File: config.mk
export PLATFORM = sky130hd
export DESIGN_NAME = lstm_seq_cell
export DESIGN_NICKNAME = d
export VERILOG_FILES = /design/src/rtl/lstm_pkg.sv /design/src/rtl/lstm_mac_unit.sv /design/src/rtl/lstm_sigmoid.sv /design/src/rtl/lstm_tanh.sv /design/src/rtl/lstm_seq_cell.sv
export SDC_FILE = /design/constraint.sdc
export NUM_CORES = 2
export LEC_CHECK = 0
export ABC_AREA = 0
export CORE_UTILIZATION = 50
export CTS_BUF_LIST = sky130_fd_sc_hd__clkbuf_8
export DETAILED_ROUTE_END_ITERATION = 8
export GPL_ROUTABILITY_DRIVEN = 0
export PLACE_DENSITY_LB_ADDON = 0.1
export RECOVER_POWER = 50
export SLEW_MARGIN = 15
export SYNTH_ARGS = -nofsm -noshare
export SYNTH_HDL_FRONTEND = slang
export SYNTH_SLANG_ARGS = --single-unit
File: constraint.sdc
create_clock -name clk -period 13.3 [get_ports clk]
set_input_delay 1.33 -clock clk [delete_from_list [all_inputs] [get_ports clk]]
set_output_delay 1.33 -clock clk [all_outputs]
set_load 0.05 [all_outputs]
File: src/rtl/lstm_pkg.sv
// Shared types and helpers for the sequential LSTM cell.
// Build option: LSTM_SAT_EN selects saturating narrowing.
package lstm_pkg;

  localparam logic [1:0] GATE_F = 2'd0;
  localparam logic [1:0] GATE_I = 2'd1;
  localparam logic [1:0] GATE_C = 2'd2;
  localparam logic [1:0] GATE_O = 2'd3;

  typedef enum logic [2:0] {
    S_IDLE,
    S_LOAD,
    S_MAC,
    S_ACT,
    S_UPD_C,
    S_UPD_H,
    S_OUT
  } state_t;

  function automatic int acc_width(input int dw, input int n);
    return 2 * dw + $clog2(n + 1);
  endfunction

  function automatic int waddr(input int g, input int j, input int k,
                               input int hid, input int n);
    return (g * hid + j) * (n + 1) + k;
  endfunction

  function automatic logic signed [63:0] sat_narrow(
    input logic signed [63:0] v, input int dw);
    logic signed [63:0] hi;
    logic signed [63:0] lo;
    hi = (64'sd1 <<< (dw - 1)) - 64'sd1;
    lo = -hi - 64'sd1;
    if (v > hi) return hi;
    if (v < lo) return lo;
    return v;
  endfunction

endpackage

File: src/rtl/lstm_mac_unit.sv
// Shared gate MAC: clear/accumulate, bias shift, narrow to DW.
// Build option: LSTM_SAT_EN saturates the narrowed preactivation.
module lstm_mac_unit
  import lstm_pkg::*;
#(
  parameter int DW   = 16,
  parameter int FW   = 8,
  parameter int ACCW = 34
) (
  input  logic                 clk,
  input  logic                 rst,
  input  logic                 clr,
  input  logic                 en,
  input  logic                 bias,
  input  logic signed [DW-1:0] w,
  input  logic signed [DW-1:0] x,
  output logic signed [DW-1:0] pre
);

  logic signed [2*DW-1:0] prod;
  logic signed [ACCW-1:0] term;
  logic signed [ACCW-1:0] acc;
  logic signed [ACCW-1:0] shifted;

  assign prod = w * x;

  // bias is aligned to the product's 2*FW fraction
  always_comb begin
    term = bias ? (ACCW'(w) <<< FW) : ACCW'(prod);
  end

  always_ff @(posedge clk) begin
    if (rst) acc <= '0;
    else if (en) acc <= clr ? term : acc + term;
  end

  assign shifted = acc >>> FW;

`ifdef LSTM_SAT_EN
  assign pre = DW'(sat_narrow(64'(shifted), DW));
`else
  assign pre = DW'(shifted);
`endif

endmodule

File: src/rtl/lstm_sigmoid.sv
// Piecewise-linear sigmoid: clamp(0.5 + x/4, 0, 1.0).
// Build option: none (LSTM_SAT_EN lives in the MAC datapath).
module lstm_sigmoid #(
  parameter int DW = 16,
  parameter int FW = 8
) (
  input  logic signed [DW-1:0] x,
  output logic signed [DW-1:0] y
);

  localparam logic signed [DW-1:0] ONE  = DW'(1 << FW);
  localparam logic signed [DW-1:0] HALF = DW'(1 << (FW - 1));

  logic signed [DW-1:0] q;

  assign q = (x >>> 2) + HALF;

  always_comb begin
    if (q < 0) y = '0;
    else if (q > ONE) y = ONE;
    else y = q;
  end

endmodule

File: src/rtl/lstm_tanh.sv
// Hard tanh: clamp(x, -1.0, 1.0).
// Build option: none (LSTM_SAT_EN lives in the MAC datapath).
module lstm_tanh #(
  parameter int DW = 16,
  parameter int FW = 8
) (
  input  logic signed [DW-1:0] x,
  output logic signed [DW-1:0] y
);

  localparam logic signed [DW-1:0] ONE = DW'(1 << FW);

  always_comb begin
    if (x > ONE) y = ONE;
    else if (x < -ONE) y = -ONE;
    else y = x;
  end

endmodule

File: src/rtl/lstm_seq_cell.sv
// Time-multiplexed LSTM cell: FSM, weight RAM, h/c state.
// Build option: LSTM_SAT_EN saturates c'/h' and preact narrowing.
module lstm_seq_cell
  import lstm_pkg::*;
#(
  parameter int DATA_WIDTH  = 16,
  parameter int FRACT_WIDTH = 8,
  parameter int IN_DIM      = 1,
  parameter int HID_DIM     = 1,
  localparam int N  = IN_DIM + HID_DIM,
  localparam int AW = $clog2(4 * HID_DIM * (N + 1))
) (
  input  logic                          clk,
  input  logic                          rst,
  input  logic                          in_valid,
  output logic                          in_ready,
  input  logic [IN_DIM*DATA_WIDTH-1:0]  in_data,
  input  logic                          seq_start,
  output logic                          out_valid,
  input  logic                          out_ready,
  output logic [HID_DIM*DATA_WIDTH-1:0] h_out,
  output logic [HID_DIM*DATA_WIDTH-1:0] c_out,
  input  logic                          w_we,
  input  logic [AW-1:0]                 w_addr,
  input  logic [DATA_WIDTH-1:0]         w_data,
  output logic                          busy
);

  localparam int DW    = DATA_WIDTH;
  localparam int FW    = FRACT_WIDTH;
  localparam int DEPTH = 4 * HID_DIM * (N + 1);
  localparam int KW    = $clog2(N + 1);
  localparam int JW    = (HID_DIM > 1) ? $clog2(HID_DIM) : 1;
  localparam int ACCW  = acc_width(DW, N);
  localparam int PW    = 2 * DW + 1;

  state_t state;
  state_t nxt;

  logic [KW-1:0] k;
  logic [1:0]    gate;
  logic [JW-1:0] j;
  logic          k_last;
  logic          g_last;
  logic          j_last;
  logic          fire;
  logic          ss_r;

  logic signed [DW-1:0] wram  [DEPTH];
  logic signed [DW-1:0] x_reg [IN_DIM];
  logic signed [DW-1:0] h_wk  [HID_DIM];
  logic signed [DW-1:0] c_wk  [HID_DIM];
  logic signed [DW-1:0] h_nxt [HID_DIM];
  logic signed [DW-1:0] c_nxt [HID_DIM];
  logic signed [DW-1:0] h_reg [HID_DIM];
  logic signed [DW-1:0] c_reg [HID_DIM];

  logic signed [DW-1:0] f_v, i_v, g_v, o_v;
  logic signed [DW-1:0] w_rd, opnd, pre;
  logic signed [DW-1:0] sig_y, tanh_y, tanh_in, act_y;
  logic signed [DW-1:0] c_j, c_pend, c_new, h_new;
  logic signed [PW-1:0] c_sum, h_sum;
  logic [AW-1:0]        ra;

  assign fire   = in_valid && (state == S_IDLE);
  assign k_last = (k == KW'(N));
  assign g_last = (gate == GATE_O);
  assign j_last = (j == JW'(HID_DIM - 1));

  assign in_ready  = (state == S_IDLE);
  assign busy      = (state != S_IDLE);
  assign out_valid = (state == S_OUT);

  always_ff @(posedge clk) begin
    if (rst) state <= S_IDLE;
    else state <= nxt;
  end

  always_comb begin
    nxt = state;
    unique case (state)
      S_IDLE:  if (in_valid) nxt = S_LOAD;
      S_LOAD:  nxt = S_MAC;
      S_MAC:   if (k_last) nxt = S_ACT;
      S_ACT:   nxt = g_last ? S_UPD_C : S_MAC;
      S_UPD_C: nxt = S_UPD_H;
      S_UPD_H: nxt = j_last ? S_OUT : S_MAC;
      S_OUT:   if (out_ready) nxt = S_IDLE;
      default: nxt = S_IDLE;
    endcase
  end

  always_ff @(posedge clk) begin
    if (rst || state == S_IDLE) begin
      k    <= '0;
      gate <= '0;
      j    <= '0;
    end else begin
      if (state == S_MAC) k <= k_last ? '0 : k + KW'(1);
      if (state == S_ACT) gate <= gate + 2'd1;
      if (state == S_UPD_H) j <= j_last ? '0 : j + JW'(1);
    end
  end

  always_ff @(posedge clk) begin
    if (w_we && state == S_IDLE && int'(w_addr) < DEPTH)
      wram[w_addr] <= w_data;
  end

  assign ra   = AW'(waddr(int'(gate), int'(j), int'(k), HID_DIM, N));
  assign w_rd = wram[ra];

  always_comb begin
    opnd = '0;
    for (int e = 0; e < IN_DIM; e++)
      if (int'(k) == e) opnd = x_reg[e];
    for (int u = 0; u < HID_DIM; u++)
      if (int'(k) == IN_DIM + u) opnd = h_wk[u];
  end

  always_comb begin
    c_j    = '0;
    c_pend = '0;
    for (int u = 0; u < HID_DIM; u++)
      if (JW'(u) == j) begin
        c_j    = c_wk[u];
        c_pend = c_nxt[u];
      end
  end

  lstm_mac_unit #(.DW(DW), .FW(FW), .ACCW(ACCW)) u_mac (
    .clk  (clk),
    .rst  (rst),
    .clr  (k == '0),
    .en   (state == S_MAC),
    .bias (k_last),
    .w    (w_rd),
    .x    (opnd),
    .pre  (pre)
  );

  // tanh is shared between the g gate and tanh(c')
  assign tanh_in = (state == S_UPD_H) ? c_pend : pre;
  assign act_y   = (gate == GATE_C) ? tanh_y : sig_y;

  lstm_sigmoid #(.DW(DW), .FW(FW)) u_sig (.x(pre), .y(sig_y));
  lstm_tanh #(.DW(DW), .FW(FW)) u_tanh (.x(tanh_in), .y(tanh_y));

  assign c_sum = ((PW'(f_v) * PW'(c_j)) >>> FW)
               + ((PW'(i_v) * PW'(g_v)) >>> FW);
  assign h_sum = (PW'(o_v) * PW'(tanh_y)) >>> FW;

`ifdef LSTM_SAT_EN
  assign c_new = DW'(sat_narrow(64'(c_sum), DW));
  assign h_new = DW'(sat_narrow(64'(h_sum), DW));
`else
  assign c_new = DW'(c_sum);
  assign h_new = DW'(h_sum);
`endif

  always_ff @(posedge clk) begin
    if (rst) begin
      ss_r <= 1'b0;
      f_v  <= '0;
      i_v  <= '0;
      g_v  <= '0;
      o_v  <= '0;
      for (int e = 0; e < IN_DIM; e++) x_reg[e] <= '0;
      for (int u = 0; u < HID_DIM; u++) begin
        h_wk[u]  <= '0;
        c_wk[u]  <= '0;
        h_nxt[u] <= '0;
        c_nxt[u] <= '0;
        h_reg[u] <= '0;
        c_reg[u] <= '0;
      end
    end else begin
      if (fire) begin
        ss_r <= seq_start;
        for (int e = 0; e < IN_DIM; e++)
          x_reg[e] <= in_data[e*DW +: DW];
      end
      if (state == S_LOAD)
        for (int u = 0; u < HID_DIM; u++) begin
          h_wk[u] <= ss_r ? '0 : h_reg[u];
          c_wk[u] <= ss_r ? '0 : c_reg[u];
        end
      if (state == S_ACT)
        unique case (gate)
          GATE_F: f_v <= act_y;
          GATE_I: i_v <= act_y;
          GATE_C: g_v <= act_y;
          GATE_O: o_v <= act_y;
        endcase
      if (state == S_UPD_C)
        for (int u = 0; u < HID_DIM; u++)
          if (JW'(u) == j) c_nxt[u] <= c_new;
      if (state == S_UPD_H) begin
        for (int u = 0; u < HID_DIM; u++)
          if (JW'(u) == j) h_nxt[u] <= h_new;
        // last unit: commit the whole vector as OUT is entered
        if (j_last)
          for (int u = 0; u < HID_DIM; u++) begin
            h_reg[u] <= (JW'(u) == j) ? h_new : h_nxt[u];
            c_reg[u] <= c_nxt[u];
          end
      end
    end
  end

  for (genvar u = 0; u < HID_DIM; u++) begin : g_out
    assign h_out[u*DW +: DW] = h_reg[u];
    assign c_out[u*DW +: DW] = c_reg[u];
  end

endmodule

Word level (Yosys, flattened, before mapping):

Memories as Yosys holds them, arrays and structs flattened.
Index checks and enable logic that the tools add are counted.

* output and inout bits: 35
* register bits after elaboration: 107
* memories: 8
* word-level logic and storage cells: 125
* bits of input ports: 42
* RAM bits: 304

Memories
* wram: words 12, bits a word 16, read ports 1, clocked after Yosys merged registers in 0, wr ports 1, RTL line lstm_seq_cell.sv:49 `logic signed [DW-1:0] wram [DEPTH];`
* c_nxt: words 1, bits a word 16, read ports 1, clocked after Yosys merged registers in 0, wr ports 1, RTL line lstm_seq_cell.sv:54 `logic signed [DW-1:0] c_nxt [HID_DIM];`
* c_reg: words 1, bits a word 16, read ports 1, clocked after Yosys merged registers in 0, wr ports 1, RTL line lstm_seq_cell.sv:56 `logic signed [DW-1:0] c_reg [HID_DIM];`
* c_wk: words 1, bits a word 16, read ports 1, clocked after Yosys merged registers in 0, wr ports 1, RTL line lstm_seq_cell.sv:52 `logic signed [DW-1:0] c_wk [HID_DIM];`
* h_nxt: words 1, bits a word 16, read ports 1, clocked after Yosys merged registers in 0, wr ports 1, RTL line lstm_seq_cell.sv:53 `logic signed [DW-1:0] h_nxt [HID_DIM];`
* h_reg: words 1, bits a word 16, read ports 1, clocked after Yosys merged registers in 0, wr ports 1, RTL line lstm_seq_cell.sv:55 `logic signed [DW-1:0] h_reg [HID_DIM];`
* 2 more memories

* reductions and logical operators: 21
* multiplexer cells: 54
* equal/unequal tests: 14
* add/subtract/negate cells: 8
* multipliers: 5
* $lt $le $gt $ge: 5

Operator list (count)
* 16-bit 2-to-1 mux: 20
* 16-bit OR reduction: 7
* 16-bit by 16-bit multiplier with 24-bit output: 3
* 34-bit 2-to-1 mux: 2
* 34-bit adder: 1
* 16-bit by 16-bit multiplier with 32-bit output: 1
* 1-bit 2-to-1 mux: 25
* 3-bit case mux with 7 select lines: 1
* 16-bit adder: 1
* 16-bit by 10-bit greater-than comparator with 1-bit output, second input constant: 1
* 16-bit by 9-bit less-than comparator with 1-bit output, second input constant: 1
* 14-bit by 9-bit adder with 15-bit output, second input constant: 1
* 15-bit by 10-bit greater-than comparator with 1-bit output, second input constant: 1
* 15-bit by 1-bit less-than comparator with 1-bit output, second input constant: 1
* 3-bit 2-to-1 mux: 5
* 3-bit equality test, second input constant: 3
* 2-bit equality test, second input constant: 4
* 2-bit AND reduction: 4
* 3-bit by 2-bit equality test with 1-bit output, second input constant: 2
* 2-bit logical NOT: 3
* 2-bit by 1-bit adder with 2-bit output, second input constant: 2
* 4-bit by 2-bit adder with 4-bit output: 1
* 4-bit less-than comparator, second input constant: 1
* 3-bit by 2-bit multiplier with 4-bit output, second input constant: 1
* other kinds (12): 15

Depth between registers and ports, before layout:

* depth after elaboration: 8
* gate-level depth with buffers: 50
* depth with buffers taken out: 43

Hierarchy:

From an unflattened synthesis, not the netlist that was laid out.

* cell total of the unflattened synthesis: 4812
* area total of the unflattened synthesis: 47455.5 sq um

By module, submodules not included
* lstm_seq_cell: sequential area each 10089.7 sq um, cells an instance 3483, instances 1, area each 36645.1 sq um
* lstm_mac_unit: sequential area each 480.5 sq um, cells an instance 1244, instances 1, area each 10286.1 sq um
* lstm_tanh: sequential area each 0.0 sq um, cells an instance 55, instances 1, area each 332.8 sq um
* lstm_sigmoid: sequential area each 0.0 sq um, cells an instance 30, instances 1, area each 191.4 sq um

Worst setup path after synthesis:

No wires, ideal clock.

* kind: reg-to-reg
* from: reg k[1]
* to: reg u_mac.acc[23]
* data arrival time: 10.793 ns
* setup slack: 2.373 ns
* required time: 13.166 ns
* library setup time: 0.134 ns
* cell stages (with the launch flop): 50
* clock period less this slack: 10.927 ns
* path buffers: 7
* cell sequence: dfxtp_1 -> clkbuf_1 -> inv_1 -> clkbuf_1 -> fa_1 -> inv_1 -> ha_1 -> fa_1 -> buf_2 -> buf_2 -> buf_2 -> buf_1 -> mux4_2 -> mux2i_1 -> nor2_1 -> a21oi_1 -> clkbuf_1 -> nor2_1 -> [14 not listed] -> nor2_1 -> o21ai_0 -> a41oi_1 -> o211a_1 -> nand2b_1 -> a21oi_1 -> xor2_1 -> a21oi_1 -> ha_1 -> and3_1 -> a211oi_1 -> o211ai_1 -> a21oi_1 -> o21ai_0 -> xor2_1 -> a211oi_2 -> o221a_1 -> o22ai_1

* word-level cells in the longest chain between the ends: 7
* elaborated cells on any way between the ends: 12
* those cells by class: add/sub (2); mul (1); eq/ne (2); mux (4); reduce/logical (2); memory (1)

Ends and longest elaborated chain
* start: declaration: RTL line lstm_seq_cell.sv:40 `logic [KW-1:0] k;`
* start signal: assignment: RTL line lstm_seq_cell.sv:99 `if (state == S_MAC) k <= k_last ? '0 : k + KW'(1);`
* branches (longest 6 deep; another with 34-bit adder)
* 34-bit 2-to-1 mux (*): RTL line lstm_mac_unit.sv:34 `else if (en) acc <= clr ? term : acc + term;`
* end signal: assignment: RTL line lstm_mac_unit.sv:34
* end: declaration: RTL line lstm_mac_unit.sv:22 `logic signed [ACCW-1:0] acc;`

Mark *: on every way between the ends.
A chain may end at the register's enable or synchronous reset.

Worst setup path after layout:

Same ends and word-level chain as after synthesis.

==> flow_summary.toml <==
[worst_setup_path]
worstPathRequired_ns = 13.71
start_kind = "flip-flop"
crit_slowest_cell = "fa_2"
cpPeakStageDelay_ns = 0.96
cp_common_cell = "fa_1"
crit_arrival_ns = 11.89
path_max_fanout = 21
critPathKind = "reg -> reg"
end_kind = "flip-flop"

[final_layout]
final_nets = 5868
fin_area_sq_um = 49910
top_register = "wram"
area_delta_synth_final_pct = 7.587
largest_reg_flops = 192
drive_gt1_frac = 0.05571
top_regs = "wram x192, u_mac.acc x24"

[placement]
dp_hpwl_um = 96400
placed_cell_area_sq_um = 48660
io_buffers = 76

[yosys]
synth_top_family_by_area = "adder cells"
syn_inst = 4717
ys.flop_type = "edfxtp_1"
synthMuxAreaShare = 0.03261
synth.ff_latch_count = 384
synth_edf_count = 288
synth-xor-area-share = 0.03048
synth-simple-area-share = 0.1531
yosysUniqueCellTypes = 75
syn_nets = 5838
yosysWarnings = 0
syn_area_sq_um = 46390
syn_area_per_cell_sq_um = 9.834
synthAdderAreaFrac = 0.4123
synth_compound_area_frac = 0.05295
ys_seq_area_frac = 0.2279
synth-async-reset-ratio = 0

[routing]
post_drt_wl_per_cell_um = 20.26
dr.pass1.iters = 5
ant_nets = 0
wl_um = 122300
drcViolationCount = 0
vias = 32220
routed_via_density = 5.338
drt-initial-drc-count = 2248

[timing]
hold_viol = 0
fin_crit_ns = 11.48
slew_headroom = -1.205
fin_crit_sh = 0.8634
rsz0062_at_grt = "no"
finalSetupViolations = 0
tns_ns = 0
worst_pin_slew_ns = 3.308
slew_violations = 122
finClkSkew_ns = 0.05361
fmaxAchievable_mhz = 87.08

[clock_network]
cts_max_level = 3
root_buffer = "clkbuf_8"
numCtsBuffers = 68
cts_max_path_buffers = 3
cts_setup_buffers = 0
cts_resized = 0
cts_tree = "yes"
clock-sinks = 384
clk_latency_ns = 0.71
clkSlewWorstSetupHoldPaths_ns = 0.07
hold_buffers = 0

[floorplan]
fp.dieW_um = 306.6
num_rows = 111
die_h_um = 306.6
pin_count = 77
core_sq_um = 91800
dieArea_sq_um = 94000
start_util = 0.5053

[power_and_ir_drop]
ir_drop_v = 0.0002960
p_leak_uw = 0.02123
power.density_nw_per_um2 = 130.8

[min_path]
min_path_type = "reg -> reg"

[grt]
grt_usage = 0.2716
grt_pass1_vias = 33810
grt_max_degree = 72
grt_overflow = 0
grt_pass1_wl_um = 195300
antenna_found_initial = 5

[outcome]
violations = "max-capacitance violations, max-slew violations"
status = "finished, violations left"

[run]
maxCapViolCount = 3
[cells in the final DEF (no fill, tap or decap), types with 7 or more instances in the layout]
master             n
a311oi_1          11
o211ai_1           7
a21o_1            17
nand4_1           11
clkdlybuf4s50_1   59
nand3_1           41
clkbuf_1          10
clkinv_2          10
or2_2             16
and2_1           329
xnor2_1          120
dlygate4sd3_1     16
a22oi_1            8
buf_4             83
ha_1             328
a31oi_1            9
nand2_1          609
xor2_1            37
o21ai_1           11
o21bai_1           8
fa_1             748
dfxtp_1           96
mux4_2            47
mux2i_1           33
o21a_1            35
a21oi_1          107
mux2_2             9
nor2_1           308
a211oi_1          62
nand2b_1          59
nor2b_1           34
inv_1            923
and3_1             8
clkbuf_8          72
o21ai_0           48
edfxtp_1         288
or3_1             19
nor3_1            62
[worst max-delay path, delay by kind of cell, from the launching register on]
kind | cells | cell delay, ns
compound gates | 11 | 2.81
xor+xnor | 2 | 0.40
fa+ha+maj | 11 | 5.20
buf+inv | 7 | 0.82
flops | 1 | 0.33
mux | 2 | 0.54
simple gates | 6 | 1.08
[cell usage after synthesis, drive strengths merged (35+ instances only)]
master    n  share of area
nor3     63         0.0068
dfxtp    96          0.041
nor2    311          0.025
mux4     47          0.023
xor2     37         0.0070
nand3    41         0.0044
o21a     35         0.0057
and2    330          0.045
a211oi   63          0.010
ha      330          0.089
edfxtp  288           0.19
a21oi   110          0.012
inv     904          0.073
clkbuf  183          0.015
fa      749           0.32
nand2   609          0.049
o21ai    59         0.0064
xnor2   121          0.023
nand2b   60         0.0081
[report_power, final]
| group | internal [uW] | leakage [uW] | total [uW] | switching [uW] |
|---|---|---|---|---|
| registers | 1330 | 0.00351 | 1380 | 56.9 |
| clock network | 556 | 0.000753 | 1100 | 547 |
| logic | 1710 | 0.0170 | 4040 | 2330 |
| total | 3590 | 0.0212 | 6530 | 2930 |
[cell type report]
type / count / area, sq um
clock buffer: 72 / 991.0
timing repair buffer: 168 / 1411
sequential: 384 / 10570
fill: 8317 / 41900
inverter: 905 / 3397
multi-input combinational: 3220 / 31650
tap: 1243 / 1555
antenna: 1 / 2.502
clock inverter: 44 / 325.3
[per-stage QoR]
step	utilization	setup WS [ns]	hold slack [ns]	total power (uW)	cells
after CTS	0.5444	2.003	0.4800	6535	6036
after detailed placement	0.5301	2.050	0.4705	5387	5920
final	0.5436	1.817	0.4784	6527	6037
after floorplan	-	2.373	0.4453	4489	4717
after global placement	0.5301	2.159	0.4718	5362	5920
after global routing	0.5436	1.238	0.5144	7094	6037
[final timing paths]
check / start / end / slack [ns] / cells past startpoint
hold / removal: u_mac.acc[1]$_SDFFE_PP0P_ / u_mac.acc[1]$_SDFFE_PP0P_ / 0.48 / 2
setup reg to reg: k[1]$_SDFFE_PP0P_ / u_mac.acc[23]$_SDFFE_PP0P_ / 1.82 / 39
hold reg to reg: u_mac.acc[1]$_SDFFE_PP0P_ / u_mac.acc[1]$_SDFFE_PP0P_ / 0.48 / 2
setup / recovery: k[1]$_SDFFE_PP0P_ / u_mac.acc[23]$_SDFFE_PP0P_ / 1.82 / 39
[layer usage]
metal	up-vias	GRT usage	wire length, um
met1	16420	0.3843	55670
met4	2	0.07547	3305
met2	864	0.4413	56980
met5	-	0	7
met3	194	0.03425	6373
li1	14740	-	-
[kinds of logic after synthesis]
logic type,Yosys count
DFF,384
and+or+nand+nor,1520
buffers and inverters,1113
xor gates and xnor gates,159
AOI/OAI and AO/OA,372
muxes,90
adders and majority gates,1079
Note: power is estimated with default switching activity, not from simulation.
